`src/rtl/register_file.sv`:
```
// 32x32 register file: one write port, two independently enabled registered read ports.
// Define REGFILE_BYPASS_EN to forward same-edge write data to a colliding read port.
module register_file (
  output logic [31:0] OutA,
  output logic [31:0] OutB,
  input  logic [31:0] IN,
  input  logic        clk,
  input  logic        WE,
  input  logic [4:0]  WA,
  input  logic        RE_A,
  input  logic        RE_B,
  input  logic [4:0]  RA_A,
  input  logic [4:0]  RA_B,
  input  logic        rst
);

  localparam int unsigned DEPTH = 32;
  localparam int unsigned WIDTH = 32;

  logic [WIDTH-1:0] mem_q [DEPTH];
  logic [WIDTH-1:0] mem_d [DEPTH];
  logic [WIDTH-1:0] out_a_q, out_a_d;
  logic [WIDTH-1:0] out_b_q, out_b_d;

  // Next-state for the array and both read registers; disabled ports hold.
  always_comb begin
    mem_d   = mem_q;
    out_a_d = out_a_q;
    out_b_d = out_b_q;

    if (WE) begin
      mem_d[WA] = IN;
    end

`ifdef REGFILE_BYPASS_EN
    if (RE_A) begin
      out_a_d = (WE && (RA_A == WA)) ? IN : mem_q[RA_A];
    end
    if (RE_B) begin
      out_b_d = (WE && (RA_B == WA)) ? IN : mem_q[RA_B];
    end
`else
    // Reads see pre-edge contents; a colliding write shows up on the next read.
    if (RE_A) begin
      out_a_d = mem_q[RA_A];
    end
    if (RE_B) begin
      out_b_d = mem_q[RA_B];
    end
`endif
  end

  always_ff @(posedge clk or posedge rst) begin
    if (rst) begin
      for (int i = 0; i < DEPTH; i++) begin
        mem_q[i] <= '0;
      end
      out_a_q <= '0;
      out_b_q <= '0;
    end else begin
      mem_q   <= mem_d;
      out_a_q <= out_a_d;
      out_b_q <= out_b_d;
    end
  end

  assign OutA = out_a_q;
  assign OutB = out_b_q;

endmodule

```
`config.mk`:
```
export PLATFORM = sky130hd
export DESIGN_NAME = register_file
export DESIGN_NICKNAME = d
export VERILOG_FILES = /design/src/rtl/register_file.sv
export SDC_FILE = /design/constraint.sdc
export NUM_CORES = 2
export LEC_CHECK = 0
export ABC_AREA = 0
export BUFFER_PORTS_ARGS = -buffer_cell sky130_fd_sc_hd__buf_2
export CORE_ASPECT_RATIO = 0.6
export CORE_MARGIN = 3
export CORE_UTILIZATION = 35
export CTS_CLUSTER_SIZE = 28
export DETAILED_ROUTE_END_ITERATION = 12
export HOLD_SLACK_MARGIN = 0.12
export RECOVER_POWER = 50
export SLEW_MARGIN = 20
export SYNTH_ARGS = -nofsm -noshare
export SYNTH_HDL_FRONTEND = slang
export SYNTH_SLANG_ARGS = --single-unit
```
`constraint.sdc`:
```
create_clock -name clk -period 30.6 [get_ports clk]
set_input_delay 1.53 -clock clk [delete_from_list [all_inputs] [get_ports clk]]
set_output_delay 1.53 -clock clk [all_outputs]
set_load 0.02 [all_outputs]
```
==> flow_metrics.env <==
export IMPL_run_status="complete, but fails checks"
export IMPL_violations_in_the_final_reports="capacitance limit, slew limit"
export IMPL_synth_simple_gate_area_share=0.0130
export IMPL_tritoncts_num_sinks=1088
export IMPL_detailedPlacementHpwl_um=99400
export IMPL_die_width_um=532
export IMPL_synth_most_common_cell="sky130_fd_sc_hd__dfrtp_1"
export IMPL_internal_power_mw=2.89
export IMPL_placed_cells=6506
export IMPL_fill_cells=15700
export IMPL_core_region_area_mm2=0.164
export IMPL_worstPathArrival_ns=12.45
export IMPL_path_class="input pin to async pin"
export IMPL_power_clock_fraction=0.329
export IMPL_max_cap_viol_count=32
export IMPL_fmax_ghz=0.0851
export IMPL_synth_top_cells_by_area="sky130_fd_sc_hd__dfrtp_1, sky130_fd_sc_hd__mux2_2, sky130_fd_sc_hd__mux2i_1"
export IMPL_grt_busiest_layer="met2"
export IMPL_postLayoutSetupSlackWorst_ns=18.84
export IMPL_synth_edff_count=0
export IMPL_cellPowerDensity_mw_per_mm2=64.9
export IMPL_relSlewSlack=-5.36
export IMPL_critPathCapture="mem_q[155]"
export IMPL_grt_overflow_total=0
export IMPL_fin_worst_skew_ns=0.0192
export IMPL_dr_pass1_iters=6
export IMPL_critical_path_slowest_cell="sky130_fd_sc_hd__clkbuf_1"
export IMPL_post_synth_most_frequent_cells="sky130_fd_sc_hd__dfrtp_1, sky130_fd_sc_hd__mux2_2, sky130_fd_sc_hd__mux2i_1, sky130_fd_sc_hd__a22oi_1, sky130_fd_sc_hd__a21oi_1"
export IMPL_synth_seq_cells=1088
export IMPL_most_used_flip_flop_cell_after_synthesis="sky130_fd_sc_hd__dfrtp_1"
export IMPL_synth_avg_cell_area_um2=12.8
export IMPL_timing_critical_path_from_type="input pin"
export IMPL_nNetsFinal=4436
export IMPL_seq_area_frac_synth=0.469
export IMPL_antenna_found_initial=10
export IMPL_syn_num_nets=4602
export IMPL_syn_instance_count=4550
export IMPL_dp_worst_setup_slack_ns=23.81
export IMPL_muxShareOfSynthArea=0.388
export IMPL_hold_path_class="register to register"
export IMPL_final_max_slew_violation_count=1202
export IMPL_cts_hold_buffers_added=0
export IMPL_final_instance_count_excl_fill=6694
export IMPL_synth_cell_area_mm2=0.0580
export IMPL_clock_path_buffers=3
export IMPL_synthArstFlopShare=1.00
export IMPL_area_growth_syn_to_layout_pct=8.71
export IMPL_global_route_usage_met1=0.322
export IMPL_tightest_slew_ns=9.55
export IMPL_synth_fa_ha_area_frac=0
export IMPL_worstPathCellList="clkbuf_1 > clkinvlp_2 > clkbuf_1 > buf_12 > buf_4 > buf_6 > buf_4"
export IMPL_final_setup_tns_ns=0
export IMPL_synth_cell_types=28
export IMPL_grt_max_degree=164
export IMPL_cts_repair_resized=0
export IMPL_finalHoldViolCount=0
export IMPL_num_vias=39600
export IMPL_power_leakage_nw=28.7
export IMPL_grt_setup_unrepaired="false"
export IMPL_switching_share=0.294
export IMPL_cts_htree_levels=3
export IMPL_die_footprint_mm2=0.171
export IMPL_viasPerCell=5.92
export IMPL_startpoint="rst"
export IMPL_grt_pass1_wl_um=286000
export IMPL_tritoncts_num_buffers=98
export IMPL_tritoncts="built"
export IMPL_timing_reg2reg_worst_path_depth=5
export IMPL_floorplan_die_height_um=321
export IMPL_post_route_period_util=0.384
export IMPL_clock_insertion_delay_worst_skew_ns=0.72
export IMPL_post_synth_xor_area_fraction=0
export IMPL_detail_route_wl_per_cell_um=29.3
export IMPL_combinationalPowerShare=0.198
export IMPL_final_antenna_net_count=0
export IMPL_yosys_warnings=0
export IMPL_critical_path_reg2reg_startpoint="mem_q[692]"
export IMPL_route_detailed_drc=0
export IMPL_timing_final_setup_violations=0
export IMPL_clk_transition_reported_paths_ns=0.07
export IMPL_yosys_area_top_type_share=0.469
export IMPL_grt_use_met3=0.0479
export IMPL_cts_root_buffer="sky130_fd_sc_hd__clkbuf_16"
export IMPL_drt_iter0_markers=4039
export IMPL_cpPeakStageDelay_ns=6.66
export IMPL_postLayoutCoreUtil=0.384
export IMPL_drive_above_1_share=0.310
export IMPL_placementRows=115
export IMPL_use_met2=0.336
export IMPL_synth_compound_area_share=0.0883
export IMPL_main_combinational_cell_family_by_area_after_synthesis="multiplexers"
export IMPL_synth_top_area_cell="sky130_fd_sc_hd__dfrtp_1"
export IMPL_crit_path_max_fanout=163
export IMPL_end_kind="async pin"
export IMPL_min_clock_period_post_route_ns=11.76
export IMPL_vdd_ir_drop_worst_mv=0.0448
export IMPL_cts_repair_timing_setup_buffer_count=0
export IMPL_buffer_ports_inserted=115
export IMPL_place_congestion=0.769
export IMPL_initial_core_util=0.353
export IMPL_timing_critical_path_required_ns=31.30
export IMPL_reg2reg_slack_ns=28.67
export IMPL_grtUsageTotal=0.223
export IMPL_power_sequential_fraction=0.473
export IMPL_worst_r2r_endpoint="OutA[20]"
export IMPL_detail_route_wirelength_um=196000
export IMPL_switching_power_of_the_nets_mw=1.20
export IMPL_vias_in_the_first_global_route=39500
export IMPL_floorplan_io_pins=116
-- registers in the layout, summed over array words and instances (netlist names) --
signal and cells:
OutA 32, mem_q 1024, OutB 32
-- how the worst min path moves through the flow --
stage	from	to	cells after the start
after floorplan	mem_q[127]	mem_q[127]	1
after global placement	OutB[27]	OutB[27]	1
after detailed placement	OutB[3]	OutB[3]	1
after CTS	OutB[3]	OutB[3]	1
after global routing	OutA[20]	OutA[20]	1
final	OutB[3]	OutB[3]	1
-- power by group through the flow --
stage	clock network, mW	registers (mW)	logic [mW]
final	1.35	1.94	0.809
after global routing	1.43	1.98	0.881
after CTS	1.37	1.93	0.808
after detailed placement	0	1.96	0.806
after global placement	0	1.94	0.783
after floorplan	0	1.92	0.617
-- per-stage QoR --
step	total power, mW	instance area (um^2)	hold WS [ns]
global route	4.28	63100	0.525
finish	4.09	63100	0.508
CTS	4.11	63300	0.507
floorplan	2.53	58000	0.479
detailed placement	2.76	59900	0.491
global placement	2.73	59900	0.487
-- worst max-delay path, delay by kind of cell --
kind / cells / cell delay (ns)
buffers and inverters: 7 / 10.43
-- routing by layer --
metal	vias to the layer above	wire [um]
met2	1565	85400
met4	2	5740
met1	20900	89500
li1	16800	-
met5	-	13
met3	355	15400
-- cell usage in the layout, fill, tap and decap left out, types with 2 or more instances in the layout --
cell                         count
sky130_fd_sc_hd__dfrtp_1      1088
sky130_fd_sc_hd__mux2_2       1079
sky130_fd_sc_hd__mux2i_1      1024
sky130_fd_sc_hd__a22oi_1       512
sky130_fd_sc_hd__a21oi_1       256
sky130_fd_sc_hd__clkbuf_16     101
sky130_fd_sc_hd__clkbuf_1       96
sky130_fd_sc_hd__nor4_1         64
sky130_fd_sc_hd__buf_4          51
sky130_fd_sc_hd__buf_2          43
sky130_fd_sc_hd__clkinv_2       25
sky130_fd_sc_hd__clkbuf_8       16
sky130_fd_sc_hd__nand2_1        13
sky130_fd_sc_hd__nor2_4         13
sky130_fd_sc_hd__bufinv_16      13
sky130_fd_sc_hd__mux2_1          9
sky130_fd_sc_hd__clkinvlp_4      9
sky130_fd_sc_hd__nor2_1          6
sky130_fd_sc_hd__nand2_4         5
sky130_fd_sc_hd__buf_12          5
sky130_fd_sc_hd__diode_2         4
sky130_fd_sc_hd__nor3b_1         4
sky130_fd_sc_hd__nand3b_1        4
sky130_fd_sc_hd__nor2b_4         4
sky130_fd_sc_hd__nand2b_4        4
sky130_fd_sc_hd__clkinv_4        3
sky130_fd_sc_hd__buf_6           3
sky130_fd_sc_hd__nand3_1         2
sky130_fd_sc_hd__and2_4          2
sky130_fd_sc_hd__or2_2           2
sky130_fd_sc_hd__inv_6           2
-- kinds of logic (layout without fill, tap and decap cells) --
group           Yosys count  after routing
compound gates          768            768
buf+inv                 453            370
flops                  1088           1088
mux                    2112           2112
other cells               0              4
simple gates            129            129
-- layout make-up --
cell class | count | area (um^2) | share of cell area
Antenna cell | 4 | 10.0 | 0.000159
Clock buffer | 131 | 2800 | 0.0444
Clock inverter | 52 | 627 | 0.00994
Inverter | 1 | 5.00 | 0.0000793
Multi-Input combinational cell | 3009 | 28600 | 0.453
Sequential cell | 1088 | 27200 | 0.432
Tap cell | 2223 | 2780 | 0.0441
Timing Repair Buffer | 186 | 1080 | 0.0172
Note: power is estimated with default switching activity, not from simulation.
